$ cat config.mk
export PLATFORM = sky130hd
export DESIGN_NAME = apu_audio_out
export DESIGN_NICKNAME = d
export VERILOG_FILES = /design/src/rtl/apu_audio_out.sv
export SDC_FILE = /design/constraint.sdc
export NUM_CORES = 1
export LEC_CHECK = 0
export ABC_AREA = 1
export CAP_MARGIN = 15
export CORE_AREA = 5 5 130 132
export CTS_CLUSTER_DIAMETER = 120
export DETAILED_ROUTE_END_ITERATION = 6
export DIE_AREA = 0 0 135 137
export DONT_BUFFER_PORTS = 1
export GPL_ROUTABILITY_DRIVEN = 0
export GPL_TIMING_DRIVEN = 0
export HOLD_SLACK_MARGIN = 0.03
export PLACE_DENSITY = 0.74
export SLEW_MARGIN = 20
export SYNTH_ARGS = -nofsm -noshare
export SYNTH_HDL_FRONTEND = slang
export SYNTH_SLANG_ARGS = --single-unit
$ cat constraint.sdc
create_clock -name clk -period 3.56 [get_ports clk]
set_clock_uncertainty 0.05 [all_clocks]
set_input_delay 0.534 -clock clk [delete_from_list [all_inputs] [get_ports clk]]
set_output_delay 0.534 -clock clk [all_outputs]
set_load 0.005 [all_outputs]
$ cat src/rtl/apu_audio_out.sv
// APU audio back-end: box-car decimator, small sample FIFO and a mono-duplicated
// I2S serializer, all in the single system clock domain.
module apu_audio_out #(
  parameter int DECIM_LOG2 = 4,
  parameter int FIFO_DEPTH = 8,
  parameter int BCLK_DIV   = 4
) (
  input  logic                          clk,
  input  logic                          reset,
  input  logic                          ce,
  input  logic [15:0]                   sample_in,
  input  logic                          enable,
  input  logic                          clr_flags,
  output logic                          i2s_bclk,
  output logic                          i2s_lrck,
  output logic                          i2s_sdata,
  output logic [$clog2(FIFO_DEPTH):0]   fifo_level,
  output logic                          overflow,
  output logic                          underflow,
  output logic [4:0]                    dbg_slot
);

  localparam int AW    = $clog2(FIFO_DEPTH);
  localparam int ACC_W = 16 + DECIM_LOG2;
  localparam int DIV_W = $clog2(BCLK_DIV);
  localparam logic [DIV_W-1:0] DIV_MAX = DIV_W'(BCLK_DIV - 1);
  localparam logic [AW:0]      LVL_FULL = (AW + 1)'(FIFO_DEPTH);

  // Decimator state
  logic [ACC_W-1:0]      acc_q, acc_d, acc_sum;
  logic [DECIM_LOG2-1:0] cnt_q, cnt_d;
  logic                  push;
  logic [15:0]           push_word;

  // FIFO state
  logic [15:0]  mem_q [FIFO_DEPTH];
  logic [AW-1:0] wr_q, wr_d, rd_q, rd_d;
  logic [AW:0]   level_q, level_d;
  logic          fifo_empty, fifo_full, pop, push_ok, drop;

  // Serializer state: the slot counter is the only sequencing state
  logic [DIV_W-1:0] div_q, div_d;
  logic             bclk_q, bclk_d, lrck_q, lrck_d, sdata_q, sdata_d;
  logic [4:0]       slot_q, slot_d;
  logic [15:0]      cur_q, cur_d;
  logic             bclk_tick, bclk_fall, frame_start;
  logic [3:0]       bit_idx;

  logic ovf_q, ovf_d, udf_q, udf_d;

  // Block average is taken from the sum including the completing sample.
  always_comb begin
    acc_sum   = acc_q + ACC_W'(sample_in);
    push_word = acc_sum[ACC_W-1:DECIM_LOG2] ^ 16'h8000;
    acc_d     = acc_q;
    cnt_d     = cnt_q;
    push      = 1'b0;
    if (!enable) begin
      acc_d = '0;
      cnt_d = '0;
    end else if (ce) begin
      if (cnt_q == '1) begin
        push  = 1'b1;
        acc_d = '0;
        cnt_d = '0;
      end else begin
        acc_d = acc_sum;
        cnt_d = cnt_q + 1'b1;
      end
    end
  end

  always_comb begin
    bclk_tick   = (div_q == DIV_MAX);
    bclk_fall   = bclk_tick && bclk_q;
    frame_start = bclk_fall && (slot_q == 5'd31);
    div_d       = bclk_tick ? '0 : div_q + 1'b1;
    bclk_d      = bclk_tick ? ~bclk_q : bclk_q;
    slot_d      = bclk_fall ? slot_q + 5'd1 : slot_q;
  end

  // A pop on an empty FIFO is never taken, so an empty push+pop still writes.
  always_comb begin
    fifo_empty = (level_q == '0);
    fifo_full  = (level_q == LVL_FULL);
    pop        = frame_start && !fifo_empty;
    push_ok    = push && (!fifo_full || pop);
    drop       = push && !push_ok;
    wr_d       = push_ok ? wr_q + 1'b1 : wr_q;
    rd_d       = pop ? rd_q + 1'b1 : rd_q;
    level_d    = level_q + (AW + 1)'(push_ok) - (AW + 1)'(pop);
    cur_d      = pop ? mem_q[rd_q] : cur_q;
  end

  // Both channel halves index the word with the low four slot bits inverted.
  always_comb begin
    bit_idx = ~slot_d[3:0];
    lrck_d  = lrck_q;
    sdata_d = sdata_q;
    if (bclk_fall) begin
      lrck_d  = (slot_d >= 5'd15) && (slot_d <= 5'd30);
      sdata_d = cur_d[bit_idx];
    end
  end

  always_comb begin
    ovf_d = drop || (ovf_q && !clr_flags);
    udf_d = (frame_start && fifo_empty && enable) || (udf_q && !clr_flags);
  end

  always_ff @(posedge clk or negedge reset) begin
    if (!reset) begin
      acc_q   <= '0;
      cnt_q   <= '0;
      wr_q    <= '0;
      rd_q    <= '0;
      level_q <= '0;
      div_q   <= '0;
      bclk_q  <= 1'b0;
      lrck_q  <= 1'b0;
      sdata_q <= 1'b0;
      slot_q  <= 5'd31;
      cur_q   <= '0;
      ovf_q   <= 1'b0;
      udf_q   <= 1'b0;
    end else begin
      acc_q   <= acc_d;
      cnt_q   <= cnt_d;
      wr_q    <= wr_d;
      rd_q    <= rd_d;
      level_q <= level_d;
      div_q   <= div_d;
      bclk_q  <= bclk_d;
      lrck_q  <= lrck_d;
      sdata_q <= sdata_d;
      slot_q  <= slot_d;
      cur_q   <= cur_d;
      ovf_q   <= ovf_d;
      udf_q   <= udf_d;
    end
  end

  // Storage needs no reset: pointers and level define which entries are live.
  always_ff @(posedge clk) begin
    if (push_ok) mem_q[wr_q] <= push_word;
  end

  assign i2s_bclk   = bclk_q;
  assign i2s_lrck   = lrck_q;
  assign i2s_sdata  = sdata_q;
  assign fifo_level = level_q;
  assign overflow   = ovf_q;
  assign underflow  = udf_q;
  assign dbg_slot   = slot_q;

endmodule

; After elaboration in Yosys (flattened, before gate mapping)
; Memories as Yosys holds them, arrays and structs flattened.
; Index checks and enable logic that the tools add are counted.
[classes]
n_addsub = 8
magnitude_cmp = 3
n_eq_ne = 5
muxes = 16
bitwise_logic = 3
reduce_logical = 18
[op_table]
columns = op, count
row1 = 20-bit 2-to-1 mux, 3
row2 = 20-bit by 16-bit adder with 20-bit output, 1
row3 = 16-bit 2-to-1 mux, 1
row4 = 4-bit 2-to-1 mux, 3
row5 = 1-bit logical AND, 10
row6 = 4-bit equality test (second input constant), 2
row7 = 3-bit by 1-bit adder with 3-bit output (second input constant), 2
row8 = 1-bit 2-to-1 mux, 6
row9 = 5-bit by 1-bit adder with 5-bit output (second input constant), 1
row10 = 5-bit equality test (second input constant), 1
row11 = 5-bit by 4-bit greater-or-equal comparator with 1-bit output (second input constant), 1
row12 = 5-bit less-or-equal comparator (second input constant), 1
row13 = 4-bit by 5-bit less-than comparator with 1-bit output (second input constant), 1
row14 = 5-bit 2-to-1 mux, 1
row15 = 4-bit by 1-bit adder with 4-bit output, 1
row16 = 4-bit by 1-bit adder with 4-bit output (second input constant), 1
row17 = 1-bit binary-select mux with 4-bit select, 1
row18 = 1-bit logical NOT, 4
row19 = 4-bit logical NOT, 1
row20 = 4-bit NOT, 1
row21 = 4-bit by 1-bit subtractor with 4-bit output, 1
row22 = 1-bit logical OR, 3
row23 = 2-bit by 1-bit adder with 2-bit output (second input constant), 1
row24 = 2-bit equality test (second input constant), 1
row25 = other kinds (3), 4
[totals]
ff_bits = 62
ram_bits = 128
in_bits = 21
out_inout_bits = 14
wordCells = 67
memories = 1
[memory_table]
columns = memory, depth, word_bits, rd, rd_clocked_by_memory_dff, wr, line
row1 = mem_q, 8, 16, 1, 0, 1, 36  ; logic [15:0] mem_q [FIFO_DEPTH];

; Longest topological paths before layout
[logic_depth]
ltp_word = 9
mapped_depth = 17

; Least setup slack after synthesis
; OpenSTA, ideal clock, no wires.
[synth_timing]
kind = reg2reg
start = register slot_q[1], in the netlist dbg_slot[1]
end = memory mem_q[0][0] (enable)
setup_time_ps = 409
arrival_ps = 2877
required_time_ps = 3101
slack_ps = 223
path_stages_with_launch = 12
period_less_slack_ps = 3337
path_cell_list = dfstp_2 -> ha_1 -> nand2_1 -> nor2_1 -> ha_1 -> nand2_2 -> a21oi_4 -> inv_2 -> nand3_1 -> nand2_1 -> or2_1 -> nor3_1
[synth_between]
elab_chain_cells = 7
[synth_lines]
columns = element, line
row1 = start: declaration, 44  ; logic [4:0] slot_q, slot_d;
row2 = start signal: assignment, 136  ; slot_q <= slot_d;
row3 = 5-bit equality test, 76  ; frame_start = bclk_fall && (slot_q == 5'd31);
row4 = 1-bit logical AND, 76
row5 = 1-bit logical AND, 86  ; pop = frame_start && !fifo_empty;
row6 = 1-bit logical OR, 87  ; push_ok = push && (!fifo_full || pop);
row7 = 1-bit logical AND, 87
row8 = 1-bit 2-to-1 mux, 145  ; if (push_ok) mem_q[wr_q] <= push_word;
row9 = 1-bit 2-to-1 mux (implied by the code), 145
row10 = end: declaration, 36
; Every way passes these cells.

; Worst setup path after layout
[layout_timing]
start = register slot_q[0], in the netlist dbg_slot[0]
end = memory mem_q[5][8] (enable)
; The elaborated chain is that of the path after synthesis.

==> results.toml <==
[critical_path]
arrival_ns = 3.43
reg2reg_from = "dbg_slot[0]"
critPathLaunchType = "flip-flop"
crit_type = "flip-flop to flip-flop"
rrSetupSlack_ns = 0.23
required_ns = 3.66
end_kind = "flip-flop"
r2r_cells = 13
path_max_fanout = 11
regToRegEndpoint = "mem_q[5][8]"

[detailed_routing]
drc = 0
routed_via_density = 5.48
first_iter_violations = 491
vias = 6147
ant_nets = 0
wl_per_cell_um = 17.9
drt_pre_antenna_iters = 5
finalWirelength_um = 20100

[grt]
grt_pass1_wl_um = 31600
grtUsageTotal = 0.226
antenna_found_initial = 0
grt-busiest-layer = "met2"
gr-usage-met2 = 0.377
met3_usage = 0.0485
grt_overflow_total = 0
grt_pass1_vias = 6014
grt_use_met1 = 0.295
grt_max_degree = 63

[pwr]
intPower_w = 0.00361
swShare = 0.254
power_switching_w = 0.00123
power_density_nw_per_um2 = 496
pwr-share-comb = 0.098
p_seq_frac = 0.529
p_clk_frac = 0.373
leakage_nw = 4.20
irDropWorstVdd_mv = 0.370

[run_status]
run_status = "complete, no violations"

[floorplan]
ios = 35
start_util = 0.558
rows = 46
die_area_um2 = 18500
die_h_um = 137
die_x_um = 135
core_area_um2 = 15600

[worst_hold_path]
hold_class = "input pin to flip-flop"
min_from = "clr_flags"
holdPathStages = 1
holdPathEnd = "overflow"

[clock_network]
clock_latency_ns = 0.44
root_buffer = "clkbuf_16"
cts.clk_slew.worst_paths_ns = 0.07
clkSinkCount = 190
htree_levels = 4
tritoncts = "done"
cts_buffers = 17
clockBufferDepth = 2

[timing]
drv_slew = 0
relSlewSlack = 0.433
rsz0062_at_grt = "false"
worst_pin_slew_ns = 0.847
setup_ws_ns = 0.227
period_minus_slack_ns = 3.33
hold_viol_final = 0
fmax_mhz = 300
timing.final.crit_share = 0.936
setup_viol = 0
hold_slack_ns = 0.139

[synthesis]
synth_edf_count = 128
synth.area.top_cells = "edfxtp_1, dfrtp_1, nand2_1"
yosysTopAreaCell = "edfxtp_1"
ys_top_cells_by_count = "nand2_1, edfxtp_1, nor2_1"
synth_area_um2 = 8710
syn_area_per_cell_um2 = 10.2
yosysMostFrequentCell = "nand2_1"
synth_cell_types = 38
synthCells = 857
ys_ff_latch = 190
synth_fp_nets = 908
yosysWarnings = 0
ys.flop_type = "edfxtp_1"
async_flop_share = 0.326
synth_top_cell_area_share = 0.441
yosysSeqAreaShare = 0.620

[finish]
synthToLayoutAreaGrowth_pct = 12.2
drive_gt1_frac = 0.0983
antenna_cells = 0
multi_input_area_um2 = 2950
fillers = 1193
fin_nets = 943
design_area_um2 = 9770
register_area_um2 = 5400

[placed_design]
placed_cell_area_um2 = 9150
hpwl_um = 13900
place_ws_ns = 0.136
portBuffers = 0

[job]
cap_viol_max_count = 0
cell usage in the layout, fill, tap and decap left out, types with 4 or more instances in the layout:
| cell | synthesis | final |
|---|---|---|
| a21oi_1 | 28 | 28 |
| ha_1 | 28 | 28 |
| nand3_1 | 87 | 87 |
| edfxtp_1 | 128 | 128 |
| buf_4 | 3 | 9 |
| dfstp_2 | 5 | 5 |
| xor2_1 | 15 | 15 |
| nor3_4 | 0 | 4 |
| inv_6 | 0 | 6 |
| inv_1 | 59 | 59 |
| o22ai_1 | 4 | 4 |
| o21ai_0 | 57 | 57 |
| buf_6 | 4 | 12 |
| o21ai_1 | 6 | 6 |
| buf_2 | 13 | 13 |
| a22o_1 | 7 | 7 |
| clkbuf_1 | 8 | 9 |
| nand2_1 | 199 | 199 |
| dfrtp_1 | 57 | 57 |
| xnor2_1 | 8 | 8 |
| clkbuf_16 | 0 | 18 |
| nor2_1 | 106 | 104 |
worst max-delay path by stage:
stage,startpoint,end,depth (start not counted)
3_5_place_dp,dbg_slot[1],mem_q[0][5],13
4_1_cts,dbg_slot[1],mem_q[0][9],13
6_report,dbg_slot[0],mem_q[5][8],13
2_1_floorplan,dbg_slot[1],mem_q[0][0],11
5_1_grt,dbg_slot[0],mem_q[5][8],13
3_3_place_gp,dbg_slot[0],mem_q[0][5],11
power groups by stage:
stage | registers [W] | logic [W] | clock network [W]
2_1_floorplan | 0.00260 | 0.000316 | 0
4_1_cts | 0.00256 | 0.000467 | 0.00181
6_report | 0.00256 | 0.000475 | 0.00180
3_3_place_gp | 0.00261 | 0.000437 | 0
3_5_place_dp | 0.00261 | 0.000447 | 0
5_1_grt | 0.00256 | 0.000530 | 0.00192
registers in the layout, indices dropped and copies added, names as in the netlist:
register / flops
fifo_level: 4
div_q: 2
overflow: 1
i2s_sdata: 1
i2s_bclk: 1
mem_q: 128
dbg_slot: 5
cur_q: 16
cnt_q: 4
acc_q: 20
wr_q: 3
i2s_lrck: 1
underflow: 1
rd_q: 3
routing by layer:
metal  vias to the layer above  part of all wire
li1                       2959                 -
met1                      2890              0.42
met2                       261              0.48
met3                        37             0.080
met4                         0             0.024
met5                         -                 0
logic make-up (layout without fill, tap and decap cells):
family,count (synthesis),after routing,synth area share
xor gates and xnor gates,23,23,0.0231
and+or+nand+nor,409,409,0.192
buffers and inverters,94,142,0.0477
DFF,190,190,0.620
AOI/OAI and AO/OA,111,111,0.0718
adders and majority gates,30,30,0.0448
critical path, cell delays in order (launching register included):
cell     delay, ns
dfstp_2       0.57
ha_1          0.18
nand2_1       0.06
nor2_1        0.09
ha_1          0.18
nand2_2       0.08
a21oi_4       0.21
inv_2         0.14
nand3_1       0.12
nand2_1       0.11
inv_1         0.16
nand2_1       0.20
nor2_2        0.65
buf_6         0.24
per-stage QoR:
| stage | util | setup TNS, ns | instances | total power (W) |
|---|---|---|---|---|
| after floorplan | - | 0 | 857 | 0.00292 |
| after global placement | 0.576 | -128.65 | 1073 | 0.00304 |
| after detailed placement | 0.587 | 0 | 1087 | 0.00305 |
| after CTS | 0.625 | 0 | 1121 | 0.00484 |
| after global routing | 0.626 | 0 | 1121 | 0.00501 |
| final | 0.626 | 0 | 1121 | 0.00484 |
layout make-up:
| cell class | count | area share |
|---|---|---|
| Tap cell | 216 | 0.0277 |
| Inverter | 64 | 0.0251 |
| Clock inverter | 13 | 0.0104 |
| Multi-Input combinational cell | 573 | 0.302 |
| Buffer | 30 | 0.0174 |
| Sequential cell | 190 | 0.553 |
| Clock buffer | 19 | 0.0465 |
| Timing Repair Buffer | 16 | 0.0177 |
repair_timing:
action | 4_1_cts | 5_1_grt
setup buffers | 0 | 0
endpoints found under the setup margin | 0 | 18
hold buffers | 2 | 0
hold endpoints to repair | 62 | 0
gates resized for setup | 0 | 4
(Power assumes the default switching activity.)
